$ cat config.mk
export PLATFORM = sky130hd
export DESIGN_NAME = j1a_bus_bridge
export DESIGN_NICKNAME = d
export VERILOG_FILES = /design/src/rtl/j1a_bus_bridge.sv
export SDC_FILE = /design/constraint.sdc
export NUM_CORES = 1
export LEC_CHECK = 0
export BUFFER_PORTS_ARGS = -buffer_cell sky130_fd_sc_hd__buf_4
export CAP_MARGIN = 20
export CORE_MARGIN = 2
export CORE_UTILIZATION = 52
export DETAILED_ROUTE_END_ITERATION = 10
export PLACE_DENSITY_LB_ADDON = 0.2
export SETUP_SLACK_MARGIN = 0.5
export SLEW_MARGIN = 15
export SYNTH_ARGS = -nofsm -noshare
export SYNTH_HDL_FRONTEND = slang
export SYNTH_SLANG_ARGS = --single-unit
export TNS_END_PERCENT = 100
$ cat constraint.sdc
create_clock -name sys_clk_i -period 3.9 [get_ports sys_clk_i]
set_input_delay 0.78 -clock sys_clk_i [delete_from_list [all_inputs] [get_ports sys_clk_i]]
set_output_delay 0.78 -clock sys_clk_i [all_outputs]
set_load 0.05 [all_outputs]
$ cat src/rtl/j1a_bus_bridge.sv
// j1a_bus_bridge: serialises each J1A lock-step instruction/data step into
// one or two Wishbone cycles on a single 16-bit master port, with a bus
// watchdog that substitutes zero data when the slave never acknowledges.
module j1a_bus_bridge #(
  parameter logic [1:0]  PROG_SEG = 2'b00,
  parameter int unsigned TIMEOUT  = 64
) (
  input  logic        sys_clk_i,
  input  logic        sys_res_i,
  input  logic [12:0] ins_adr_i,
  input  logic        ins_cyc_i,
  output logic [15:0] ins_dat_o,
  input  logic [14:0] dat_adr_i,
  input  logic [15:0] dat_dat_i,
  output logic [15:0] dat_dat_o,
  input  logic        dat_we_i,
  input  logic        dat_cyc_i,
  input  logic        shr_stb_i,
  output logic        shr_ack_o,
  output logic [14:0] wb_adr_o,
  output logic [15:0] wb_dat_o,
  input  logic [15:0] wb_dat_i,
  output logic        wb_we_o,
  output logic        wb_cyc_o,
  output logic        wb_stb_o,
  input  logic        wb_ack_i,
  output logic        err_o
);

  typedef enum logic [2:0] {IDLE, IFETCH, DECIDE, DACC, DONE} state_t;

  localparam logic [7:0] WD_LAST = 8'(TIMEOUT - 1);

  state_t      state, state_nxt;
  logic [7:0]  wd_cnt, wd_cnt_nxt;
  logic        wd_expire;
  logic [14:0] adr_nxt;
  logic [15:0] wdat_nxt, ins_nxt, dat_nxt;
  logic        we_nxt, cyc_nxt, stb_nxt, ack_nxt, err_nxt;

  // Last waiting cycle of a downstream access: the strobe has been up TIMEOUT cycles.
  assign wd_expire = (wd_cnt == WD_LAST);

  // State register.
  always_ff @(posedge sys_clk_i or negedge sys_res_i) begin
    if (!sys_res_i) state <= IDLE;
    else            state <= state_nxt;
  end

  // Next-state decode; an acknowledge and a watchdog expiry leave a bus phase the same way.
  always_comb begin
    state_nxt = state;
    case (state)
      IDLE:    if (shr_stb_i && ins_cyc_i) state_nxt = IFETCH;
      IFETCH:  if (wb_ack_i || wd_expire) state_nxt = DECIDE;
      DECIDE:  state_nxt = dat_cyc_i ? DACC : DONE;
      DACC:    if (wb_ack_i || wd_expire) state_nxt = DONE;
      DONE:    state_nxt = IDLE;
      default: state_nxt = IDLE;
    endcase
  end

  // Next values of every registered output; shr_ack_o is raised on entry to DONE
  // so that it is high during the DONE cycle itself.
  always_comb begin
    adr_nxt    = wb_adr_o;
    wdat_nxt   = wb_dat_o;
    ins_nxt    = ins_dat_o;
    dat_nxt    = dat_dat_o;
    we_nxt     = wb_we_o;
    cyc_nxt    = wb_cyc_o;
    stb_nxt    = wb_stb_o;
    err_nxt    = err_o;
    ack_nxt    = 1'b0;
    wd_cnt_nxt = wd_cnt;
    case (state)
      IDLE: begin
        wd_cnt_nxt = '0;
        if (shr_stb_i && ins_cyc_i) begin
          adr_nxt = {PROG_SEG, ins_adr_i};
          we_nxt  = 1'b0;
          cyc_nxt = 1'b1;
          stb_nxt = 1'b1;
        end
      end
      IFETCH: begin
        if (wb_ack_i || wd_expire) begin
          ins_nxt = wb_ack_i ? wb_dat_i : '0;
          err_nxt = err_o | ~wb_ack_i;
          cyc_nxt = 1'b0;
          stb_nxt = 1'b0;
        end else begin
          wd_cnt_nxt = wd_cnt + 8'd1;
        end
      end
      DECIDE: begin
        wd_cnt_nxt = '0;
        if (dat_cyc_i) begin
          adr_nxt  = dat_adr_i;
          we_nxt   = dat_we_i;
          wdat_nxt = dat_dat_i;
          cyc_nxt  = 1'b1;
          stb_nxt  = 1'b1;
        end else begin
          ack_nxt = shr_stb_i;
        end
      end
      DACC: begin
        if (wb_ack_i || wd_expire) begin
          if (!wb_we_o) dat_nxt = wb_ack_i ? wb_dat_i : '0;
          err_nxt = err_o | ~wb_ack_i;
          we_nxt  = 1'b0;
          cyc_nxt = 1'b0;
          stb_nxt = 1'b0;
          ack_nxt = shr_stb_i;
        end else begin
          wd_cnt_nxt = wd_cnt + 8'd1;
        end
      end
      default: ;
    endcase
  end

  // Output and watchdog registers.
  always_ff @(posedge sys_clk_i or negedge sys_res_i) begin
    if (!sys_res_i) begin
      wb_adr_o  <= '0;
      wb_dat_o  <= '0;
      ins_dat_o <= '0;
      dat_dat_o <= '0;
      wb_we_o   <= 1'b0;
      wb_cyc_o  <= 1'b0;
      wb_stb_o  <= 1'b0;
      shr_ack_o <= 1'b0;
      err_o     <= 1'b0;
      wd_cnt    <= '0;
    end else begin
      wb_adr_o  <= adr_nxt;
      wb_dat_o  <= wdat_nxt;
      ins_dat_o <= ins_nxt;
      dat_dat_o <= dat_nxt;
      wb_we_o   <= we_nxt;
      wb_cyc_o  <= cyc_nxt;
      wb_stb_o  <= stb_nxt;
      shr_ack_o <= ack_nxt;
      err_o     <= err_nxt;
      wd_cnt    <= wd_cnt_nxt;
    end
  end

endmodule

Word level (Yosys, flattened, before mapping)
Index checks and enable logic that the tools add are counted.
Operators by class
  equal/unequal tests: 10
  mux-type cells: 21
  bitwise operators: 3
  add/subtract/negate cells: 1
  reduce and logical (&&, ||, !) cells: 18
Operators by type and width (number)
  15-bit two-way mux: 2
  15-bit case mux with 2 select lines: 1
  16-bit two-way mux: 1
  8-bit case mux with 2 select lines: 1
  3-bit two-way mux: 4
  3-bit case mux with 4 select lines: 1
  2-bit != test, second input constant: 5
  3-bit AND reduction: 3
  8-bit by 1-bit adder with 8-bit output, second input constant: 1
  8-bit by 6-bit == test with 1-bit output, second input constant: 1
  8-bit two-way mux: 1
  2-bit AND reduction: 4
  4-bit AND reduction: 2
  1-bit two-way mux: 7
  3-bit by 2-bit == test with 1-bit output, second input constant: 2
  1-bit case mux with 3 select lines: 2
  3-bit nonzero test: 2
  2-bit nonzero test: 2
  2-bit OR reduction: 2
  3-bit by 1-bit == test with 1-bit output, second input constant: 1
  3-bit zero test: 1
  2-bit by 1-bit != test with 1-bit output, second input constant: 1
  1-bit inverter: 2
  1-bit case mux with 2 select lines: 1
  other kinds (3): 3
Storage, ports and cells
  logic and storage cells: 63
  register bits: 78
  output and inout bits: 68

Longest topological paths before layout
Gate-level depths: netlist of run 1.
  depth in word-level cells: 4
  depth in mapped cells: 7
  depth with buffers taken out: 5

Worst setup path before layout of run 1
Ideal clock, no wire load.
  path type: input to register
  start point: input port wb_ack_i
  end point: register wd_cnt[7]
  data required time: 3.776 ns
  slack: 1.904 ns
  cell stages on the path: 5
  data arrival time: 1.872 ns
  buffers on the path: 1
  path through: or3b_2 a21oi_2 buf_2 nand4_1 mux2i_1
Between the ends
  longest elaborated chain between the ends: 3
RTL lines
  start, declared: line 26  | input logic wb_ack_i,
  1-bit logical OR: line 87, 109
  2-bit != test (no source line)
  2-bit AND reduction (no source line)
  end signal, assigned: line 147  | wd_cnt <= wd_cnt_nxt;
  end, declared: line 35  | logic [7:0] wd_cnt, wd_cnt_nxt;
Every way passes these cells.
A chain may end at the register's enable or synchronous reset.

Worst setup path in the final report of run 1
  start point: input port wb_ack_i
  end point: register wd_cnt[5]
Same word-level chain as after synthesis.

==> flow_summary_export.csv, run 1 <==
group,metric,value,unit
detailed_routing,ant_nets,0,
synth,synthTopCellsByArea,"dfrtp_1 (58%), mux2i_1 (9.2%), mux2_2 (6.7%)",
clock_tree,cts_buffers,9,
worst_setup_path,rrSetupSlack,1.74,ns
clock_tree,cts-root-buf,"clkbuf_8",
synth,synth_top_area_share,57.9,%
synth,netlist_instances,287,
sta,setup_tns,0,ns
clock_tree,cts_tree,"done",
sta,hold_viol_final,0,
finish,finish.utilization,73.8,%
placed_design,pre_cts_ws,1.33,ns
synth,netlist.top_cell.by_area,"dfrtp_1",
hold_path,hold_class,"reg2reg",
synth,synth_area,3370,sq um
finish,fin_area,4660,sq um
clock_tree,ctsHoldBuffers,0,
sta,final.setup.worst_slack,1.69,ns
synth,synth_cell_type_count,33,
floorplanning,die_y,84.5,um
sta,relSlewSlack,34.8,%
floorplanning,dieArea,7140,sq um
run,drv_cap,0,
hold_path,holdPathEnd,"err_o",
clock_tree,cts_buffer_depth,2,
worst_setup_path,rr_endpoint,"dat_dat_o[12]",
finish,final_cell_mix,"buf_4 (138), dfrtp_1 (78), mux2i_1 (31), nand2_1 (24)",
grt,grt_pass1_wl,12.7,mm
worst_setup_path,required,4.16,ns
placed_design,place_area,4440,sq um
placed_design,routabilityCongestion,0.782,
worst_setup_path,cp.arrival,2.48,ns
worst_setup_path,crit_path_end_kind,"flop",
synth,synthArstFlopShare,100,%
detailed_routing,vias,2639,
worst_setup_path,r2r_cells,6,
worst_setup_path,r2r-start,"wd_cnt[0]",
run_status,outcome,"complete, no violations",
synth,ys_warn_count,0,
synth,ys_seq_elements,78,
floorplanning,core_area,6310,sq um
placed_design,dp_hpwl,5.47,mm
grt,track_usage,22.3,%
power_and_ir_drop,powerDensity,969,nW/um^2
floorplanning,die_w,84.5,um
placed_design,io_buffers,134,
grt,first_global_vias,2726,
worst_setup_path,worstSetupStartpointType,"input port",
synth,yosysSeqAreaShare,57.9,%
synth,synth_edf_count,0,
power_and_ir_drop,ir_drop,584,uV
floorplanning,start_util,53.4,%
worst_setup_path,critPathMaxFanout,31,
synth,syn_nets,355,
finish,area_growth,38.3,%
worst_setup_path,slowest_delay,0.53,ns
clock_tree,clock_sinks,78,
hold_path,min_from,"err_o",
clock_tree,clkLatencyLatePin,0.34,ns
synth,synth-main-ff-cell,"dfrtp_1",
finish,nets,489,
sta,fin_skew,0.00985,ns
sta,fin_crit_sh,56.8,%
clock_tree,post-cts-setup-buffers,0,
synth,synth_area_per_cell,11.7,sq um
detailed_routing,vias_per_cell,5.25,
detailed_routing,drcViolationCount,0,
sta,rsz0062_at_grt,"false",
finish,antenna_cells,0,
worst_setup_path,cp_slowest_cell,"or3b_2",
power_and_ir_drop,total_power,0.00452,W
sta,worst_pin_slew,0.978,ns
sta,slew_viol_final,0,
worst_setup_path,worst-setup-path-type,"in2reg",
clock_tree,htree_levels,3,
sta,setup_viol,0,
hold_path,hold_path_depth,1,
grt,grt_max_degree,79,
worst_setup_path,cp_cell_sequence,"buf_4 -> or3b_2 -> a21oi_2 -> mux2_2 -> mux2i_1",
sta,clock.fmax,0.452,GHz
power_and_ir_drop,power_leakage,2.23,nW
detailed_routing,firstDrtPassIters,4,
floorplanning,pin_count,135,
finish,final_common_cell,"buf_4",
floorplanning,row_count,29,
detailed_routing,postRouteWirelength,7.69,mm
clock_tree,ctsResizeCount,0,
grt,antenna_found_initial,0,
clock_tree,clk_pin_slew_worst_paths,0.08,ns
finish,drive_above_1_share,42.7,%
sta,fin_crit,2.21,ns
detailed_routing,drt-initial-drc-count,82,
grt,gr-total-overflow,0,
detailed_routing,wire_per_inst,15.3,um
-- synthesized netlist by cell type (all sizes together) (2+ instances only) --
master	number
nand3	7
mux2i	31
and2	5
nor3b	2
buf	7
mux2	20
nor2	20
a21oi	22
o21ai	8
nand2	24
inv	18
nand2b	6
a32o	13
a22o	3
dfrtp	78
clkbuf	9
-- through the flow --
step / hold slack, ns / cells
2_1_floorplan: 0.466 / 287
5_1_grt: 0.506 / 503
6_report: 0.495 / 503
3_3_place_gp: 0.475 / 486
4_1_cts: 0.496 / 503
3_5_place_dp: 0.475 / 487
-- cells by family after synthesis --
group,synth area share (%)
DFF,57.9
and+or+nand+nor,10.9
muxes,15.9
AOI/OAI and AO/OA,10.2
buffers and inverters,4.38
xor gates and xnor gates,0.260
adders and majority gates,0.371
-- worst max-delay path: cells and delay by family --
kind                   cells  cell delay [ns]
AND/OR/NAND/NOR            1             0.53
multiplexers               2             0.52
AO/OA/AOI/OAI              1             0.44
buffers and inverters      1             0.21
-- flip-flops by register name (all words and copies together) (netlist names) --
signal     cells
wb_stb_o       1
dat_dat_o     16
wb_we_o        1
wb_adr_o      15
err_o          1
wd_cnt         8
state          3
wb_dat_o      16
ins_dat_o     16
shr_ack_o      1
-- area by class of cell --
class,count,area [sq um]
sequential,78,1950
timing repair buffer,139,1050
fill,486,1650
clock buffer,11,141
clock inverter,5,81.3
multi-input combinational,175,1270
inverter,18,67.6
tap,77,96.3
-- per-layer routing --
layer	part of all wire, %	vias to the layer above	track usage [%]
met5	0	-	0
met4	1.1	0	7.36
met3	8.6	9	7.67
met2	48	102	36.4
met1	42	1262	28.1
li1	-	1266	-
-- how the worst max path moves through the flow --
stage	depth (start not counted)	endpoint	from
after CTS	5	wd_cnt[5]	wb_ack_i
final	5	wd_cnt[5]	wb_ack_i
after global routing	5	wd_cnt[5]	wb_ack_i
after global placement	5	wd_cnt[5]	wb_ack_i
after detailed placement	5	wd_cnt[5]	wb_ack_i
after floorplan	5	wd_cnt[7]	wb_ack_i
-- report_power, final --
part / switching [W] / total, W / internal (W)
Clock: 0.000297 / 0.000677 / 0.000380
Combinational: 0.00166 / 0.00246 / 0.000796
Sequential: 0.000227 / 0.00138 / 0.00115
Note: power is estimated with default switching activity, not from simulation.
==> inputs of run 2 (changes only) <==
--- a/config.mk
+++ b/config.mk
@@ -5,10 +5,11 @@
 export SDC_FILE = /design/constraint.sdc
 export NUM_CORES = 1
 export LEC_CHECK = 0
+export ABC_AREA = 1
 export BUFFER_PORTS_ARGS = -buffer_cell sky130_fd_sc_hd__buf_4
 export CAP_MARGIN = 20
 export CORE_MARGIN = 2
-export CORE_UTILIZATION = 52
+export CORE_UTILIZATION = 49
 export DETAILED_ROUTE_END_ITERATION = 10
 export PLACE_DENSITY_LB_ADDON = 0.2
 export SETUP_SLACK_MARGIN = 0.5
==> constraint.sdc (replaced) <==
create_clock -name sys_clk_i -period 2.2 [get_ports sys_clk_i]
set_input_delay 0.44 -clock sys_clk_i [delete_from_list [all_inputs] [get_ports sys_clk_i]]
set_output_delay 0.44 -clock sys_clk_i [all_outputs]
set_load 0.05 [all_outputs]
==> flow_summary_export.csv, run 2 <==
group,metric,value,unit
grt,track_usage,23.6,%
sta,setup_tns,0,ns
detailed_routing,wire_per_inst,13.3,um
power_and_ir_drop,p_switching,0.00421,W
worst_setup_path,worst-setup-path-type,"reg2reg",
detailed_routing,drt-initial-drc-count,249,
detailed_routing,met3_length,691,um
sta,worst_pin_slew,0.399,ns
sta,final.setup.worst_slack,0.628,ns
synth,ys_warn_count,0,
clock_tree,cts_tree,"done",
sta,fin_crit,1.57,ns
detailed_routing,route.met2.wl,4.28,mm
grt,antenna_found_initial,0,
finish,nets,621,
detailed_routing,drcViolationCount,0,
grt,grt_pass1_wl,14.4,mm
synth,syn_nets,491,
placed_design,dp_hpwl,6.25,mm
placed_design,pre_cts_ws,0.502,ns
clock_tree,cts_buffer_depth,2,
synth,synth-main-ff-cell,"dfrtp_1",
detailed_routing,ant_nets,0,
synth,netlist_instances,423,
detailed_routing,wl_met1,3.59,mm
grt,first_global_vias,3192,
synth,synth_cell_type_count,26,
sta,hold_viol_final,0,
power_and_ir_drop,powerDensity,1710,nW/um^2
synth,synth_area_per_cell,8.37,sq um
synth,synthTopCellsByArea,"dfrtp_1 (55%), nand2_1 (22%), nand3_1 (6.2%)",
detailed_routing,firstDrtPassIters,5,
sta,setup_viol,0,
power_and_ir_drop,internal-power,0.00402,W
power_and_ir_drop,ir_drop,842,uV
grt,grt_max_degree,50,
floorplanning,row_count,30,
finish,final_common_cell,"nand2_1",
sta,rsz0062_at_grt,"false",
synth,netlist.top_cell.by_area,"dfrtp_1",
floorplanning,dieArea,7920,sq um
run,drv_cap,0,
detailed_routing,postRouteWirelength,8.71,mm
power_and_ir_drop,combPwrFrac,56.0,%
synth,synth_common_cells,"nand2_1 (206), dfrtp_1 (78), nand3_1 (44)",
power_and_ir_drop,p_sw_share,51.2,%
synth,synth_top_area_share,55.1,%
power_and_ir_drop,seqPwrFrac,29.5,%
clock_tree,cts_buffers,9,
synth,yosysSeqAreaShare,55.1,%
power_and_ir_drop,clkPwrFrac,14.5,%
finish,final_cell_mix,"nand2_1 (206), buf_4 (138), dfrtp_1 (78), nand3_1 (43), nand4_1 (17)",
clock_tree,clock_sinks,78,
finish,reg.largest.list,"dat_dat_o (16), ins_dat_o (16), wb_dat_o (16)",
worst_setup_path,crit_path_end_kind,"flop",
synth,synthArstFlopShare,100,%
placed_design,routabilityCongestion,0.808,
synth,yosysMostFrequentCell,"nand2_1",
sta,clock.fmax,0.636,GHz
floorplanning,die_w,89.0,um
floorplanning,die_y,89.0,um
sta,slew_viol_final,0,
finish,fin_cells,653,
detailed_routing,vias_per_cell,4.98,
detailed_routing,vias,3255,
finish,drive_above_1_share,31.6,%
floorplanning,pin_count,135,
sta,fin_skew,0.00376,ns
finish,area_growth,36.0,%
placed_design,post-place-cells,637,
clock_tree,cts-root-buf,"clkbuf_8",
grt,gr-total-overflow,0,
power_and_ir_drop,power_leakage,2.73,nW
sta,fin_crit_sh,71.4,%
placed_design,io_buffers,134,
floorplanning,start_util,51.3,%
clock_tree,clkLatencyLatePin,0.34,ns
synth,ys_seq_elements,78,
worst_setup_path,cp.arrival,1.81,ns
synth,synth_edf_count,0,
synth,synth_area,3540,sq um
worst_setup_path,worstSetupStartpointType,"flop",
clock_tree,htree_levels,3,
detailed_routing,top_layer_used,"met4",
finish,antenna_cells,0,
worst_setup_path,r2r_cells,8,
worst_setup_path,critPathMaxFanout,16,
floorplanning,core_area,6910,sq um
worst_setup_path,required,2.43,ns
sta,relSlewSlack,73.4,%
run_status,outcome,"complete, no violations",
clock_tree,clk_pin_slew_worst_paths,0.08,ns
sta,whs,0.0121,ns
hold_path,hold_class,"in2async",
run 2: changes by cell type in the layout (fill, tap and decap cells not counted), moves of 5 or more:
cell | previous run | this run
mux2i_1 | 31 | 0
nand2b_1 | 6 | 0
and2_1 | 5 | 0
a32o_1 | 13 | 0
nand2_1 | 24 | 206
inv_2 | 0 | 6
nand3_1 | 7 | 43
a21oi_1 | 19 | 2
nand4_1 | 1 | 17
mux2_2 | 20 | 0
nor2_1 | 20 | 8
inv_1 | 18 | 12
run 2: per-layer routing:
layer | GRT usage (%) | up-vias
met1 | 30.8 | 1520
met4 | 7.46 | 0
met3 | 7.48 | 15
met2 | 37.7 | 120
met5 | 0 | -
li1 | - | 1600
run 2: cell families after synthesis:
logic type               after synthesis  share of synthesized area [%]
AO/OA/AOI/OAI                         13                           1.98
adder cells (fa/ha/maj)                1                          0.353
buffers and inverters                 40                           5.79
flip-flops                            78                           55.1
AND/OR/NAND/NOR                      291                           36.7
run 2: final timing paths:
path                                  to    startpoint  slack (ns)
setup / recovery           dat_dat_o[13]     wd_cnt[0]        0.63
hold reg to reg                    err_o         err_o        0.46
hold / removal              wb_adr_o[11]     sys_res_i        0.01
min in group sys_clk_i       wb_dat_o[4]  dat_dat_i[4]        0.32
max in group asynchronous      wd_cnt[4]     sys_res_i        1.60
setup reg to reg           dat_dat_o[13]     wd_cnt[0]        0.63
run 2: layout make-up:
type / instances / area, sq um
Fill cell: 604 / 2090
Sequential cell: 78 / 1950
Multi-Input combinational cell: 305 / 1390
Timing Repair Buffer: 139 / 1060
Clock buffer: 11 / 151
Tap cell: 96 / 120
Inverter: 20 / 78.8
Clock inverter: 4 / 70.1
run 2: critical path, cell delays in order (launching register included):
cell,delay [ns]
dfrtp_1,0.39
ha_1,0.18
nand2_1,0.08
nor2_2,0.15
nand2_2,0.15
nand2_4,0.12
nand3_4,0.19
nand2_1,0.13
nand2_1,0.06
run 2: repair_timing:
action,4_1_cts,5_1_grt
buffers inserted,0,1
hold buffers,0,0
endpoints found under the hold margin,0,0
resized for setup,0,2
setup endpoints to repair,0,13
run 2: power by group through the flow:
stage                     clock network [W]  logic, W  registers (W)
after floorplan                           0   0.00141        0.00430
after global placement                    0   0.00453        0.00244
after detailed placement                  0   0.00461        0.00244
after CTS                           0.00122   0.00461        0.00243
after global routing                0.00128   0.00496        0.00250
final                               0.00119   0.00461        0.00243
run 2: metrics by stage:
step / total power [W] / area (sq um) / utilization (%)
detailed placement: 0.00705 / 4580 / 66.3
finish: 0.00823 / 4820 / 69.7
CTS: 0.00825 / 4800 / 69.5
floorplan: 0.00571 / 3540 / -
global route: 0.00874 / 4820 / 69.7
global placement: 0.00697 / 4580 / 66.3
==> inputs of run 3 (changes only) <==
--- a/config.mk
+++ b/config.mk
@@ -9,7 +9,7 @@
 export BUFFER_PORTS_ARGS = -buffer_cell sky130_fd_sc_hd__buf_4
 export CAP_MARGIN = 20
 export CORE_MARGIN = 2
-export CORE_UTILIZATION = 49
+export CORE_UTILIZATION = 44
 export DETAILED_ROUTE_END_ITERATION = 10
 export PLACE_DENSITY_LB_ADDON = 0.2
 export SETUP_SLACK_MARGIN = 0.5
==> constraint.sdc (replaced) <==
create_clock -name sys_clk_i -period 1.4 [get_ports sys_clk_i]
set_input_delay 0.28 -clock sys_clk_i [delete_from_list [all_inputs] [get_ports sys_clk_i]]
set_output_delay 0.28 -clock sys_clk_i [all_outputs]
set_load 0.05 [all_outputs]
==> flow_summary_export.csv, run 3 (synthesized netlist as in run 2, its figures left out) <==
group,metric,value,unit
run_status,outcome,"complete, but fails checks",
run_status,violations,"negative setup slack",
clock_tree,clock_sinks,78,
placed_design,dp_hpwl,6.57,mm
detailed_routing,route.met2.wl,6.08,mm
sta,fin_crit_sh,106,%
detailed_routing,drt-initial-drc-count,156,
clock_tree,cts_buffers,9,
detailed_routing,met3_length,863,um
finish,fin_cells,738,
power_and_ir_drop,p_sw_share,48.3,%
clock_tree,clk_pin_slew_worst_paths,0.08,ns
finish,final_cell_mix,"nand2_1 (154), buf_4 (125), dfrtp_1 (74), buf_6 (73), nand2_2 (41)",
sta,fin_skew,0.0129,ns
worst_setup_path,crit_top_cell,"buf_12",
sta,relSlewSlack,77.3,%
finish,reg.largest.list,"dat_dat_o (16), ins_dat_o (16), wb_dat_o (16)",
power_and_ir_drop,ir_drop,1750,uV
worst_setup_path,rr_endpoint,"wb_dat_o[3]",
sta,slew_viol_final,0,
grt,first_global_vias,3512,
placed_design,routabilityCongestion,0.834,
clock_tree,clkLatencyLatePin,0.36,ns
worst_setup_path,cp.arrival,1.78,ns
power_and_ir_drop,p_switching,0.00808,W
power_and_ir_drop,internal-power,0.00863,W
finish,fillers,439,
worst_setup_path,r2r-start,"state[0]",
grt,grt_max_degree,43,
floorplanning,start_util,45.6,%
worst_setup_path,crit_path_end_kind,"flop",
finish,multiInputGateArea,1820,sq um
sta,rsz0062_at_grt,"true",
placed_design,post-place-cells,657,
detailed_routing,wire_per_inst,15.7,um
detailed_routing,vias_per_cell,5.12,
finish,final_common_cell,"nand2_1",
hold_path,min_from,"dat_dat_i[9]",
sta,setup_tns,-0.467,ns
grt,track_usage,24.3,%
clock_tree,cts_buffer_depth,2,
detailed_routing,top_layer_used,"met4",
clock_tree,cts_tree,"done",
grt,grt_pass1_wl,16.7,mm
sta,fin_crit,1.48,ns
floorplanning,die_w,93.7,um
floorplanning,die_y,93.7,um
grt,gr-total-overflow,0,
sta,setup_viol,16,
floorplanning,row_count,32,
detailed_routing,wl_met1,4.45,mm
worst_setup_path,cp_slowest_cell,"dfrtp_2",
power_and_ir_drop,power_leakage,3.39,nW
finish,antenna_cells,0,
worst_setup_path,cp_top_family,"simple AND/OR/NAND/NOR gates",
detailed_routing,ant_nets,0,
sta,hold_viol_final,0,
worst_setup_path,worstSetupStartpointType,"flop",
worst_setup_path,slowest_delay,0.45,ns
power_and_ir_drop,combPwrFrac,64.4,%
worst_setup_path,critPathMaxFanout,7,
detailed_routing,vias,3776,
finish,seq_area,1960,sq um
worst_setup_path,required,1.70,ns
worst_setup_path,worst-setup-path-type,"reg2reg",
hold_path,hold_path_depth,3,
sta,whs,0.139,ns
detailed_routing,postRouteWirelength,11.6,mm
clock_tree,cts-root-buf,"clkbuf_8",
finish,drive_above_1_share,53.3,%
floorplanning,pin_count,135,
hold_path,holdPathEnd,"wb_dat_o[9]",
placed_design,pre_cts_ws,-0.0101,ns
finish,nets,699,
floorplanning,core_area,7770,sq um
floorplanning,dieArea,8780,sq um
sta,worst_pin_slew,0.341,ns
placed_design,io_buffers,134,
power_and_ir_drop,powerDensity,2650,nW/um^2
power_and_ir_drop,seqPwrFrac,24.0,%
worst_setup_path,path_buf_inv,4,
power_and_ir_drop,clkPwrFrac,11.7,%
hold_path,hold_class,"in2reg",
detailed_routing,drcViolationCount,0,
finish,area_growth,78.2,%
run,drv_cap,0,
detailed_routing,firstDrtPassIters,4,
sta,final.setup.worst_slack,-0.0834,ns
clock_tree,htree_levels,3,
sta,clock.fmax,0.674,GHz
worst_setup_path,r2r_cells,8,
worst_setup_path,cp_cell_sequence,"nor2_4 -> inv_4 -> nor2_8 -> buf_12 -> buf_12 -> clkbuf_16 -> nand3_2 -> nand2_1",
grt,antenna_found_initial,0,
worst_setup_path,rrSetupSlack,-0.08,ns
## run 3: cell type report
class,instances,share of cell area [%]
Clock buffer,10,2.18
Clock inverter,6,1.49
Inverter,20,1.47
Multi-Input combinational cell,308,28.9
Sequential cell,78,31.0
Tap cell,102,2.02
Timing Repair Buffer,214,32.9
## run 3: worst min-delay path, stage by stage
cell	delay (ns)
buf_4	0.08
nand3_2	0.06
nand2_1	0.05
## run 3: worst max path at each step
| stage | cells after the start | slack, ns | to | startpoint |
|---|---|---|---|---|
| after floorplan | 9 | 0.02 | dat_dat_o[10] | wd_cnt[0] |
| after global placement | 8 | 0.04 | dat_dat_o[1] | wd_cnt[1] |
| after detailed placement | 8 | -0.01 | dat_dat_o[4] | wd_cnt[0] |
| after CTS | 7 | 0.05 | state[1] | state[2] |
| after global routing | 9 | -0.13 | wb_adr_o[12] | state[0] |
| final | 8 | -0.08 | wb_dat_o[3] | state[0] |
## run 3: timing repair
item,CTS,global route
resized for setup,86,91
hold buffers,1,0
endpoints found under the hold margin,78,0
cloned,2,5
setup endpoints to repair,146,146
buffers inserted,19,38
pin swaps,10,44
## run 3: metrics by stage
stage,util (%),area (sq um),total power [W]
2_1_floorplan,-,3670,0.00921
6_report,81.3,6310,0.0167
3_3_place_gp,62.1,4820,0.0115
4_1_cts,72.1,5600,0.0148
5_1_grt,81.3,6310,0.0175
3_5_place_dp,62.1,4820,0.0116
## run 3: power groups by stage
| stage | combinational (W) | sequential [W] | clock [W] |
|---|---|---|---|
| final | 0.0108 | 0.00400 | 0.00195 |
| after global routing | 0.0113 | 0.00408 | 0.00207 |
| after CTS | 0.00888 | 0.00397 | 0.00197 |
| after detailed placement | 0.00778 | 0.00384 | 0 |
| after global placement | 0.00765 | 0.00383 | 0 |
| after floorplan | 0.00243 | 0.00678 | 0 |
## run 3: layer usage
layer | track usage (%) | vias to the layer above
met5 | 0 | -
met4 | 10.9 | 0
met3 | 6.18 | 22
met2 | 38.5 | 148
met1 | 31.3 | 1839
li1 | - | 1767
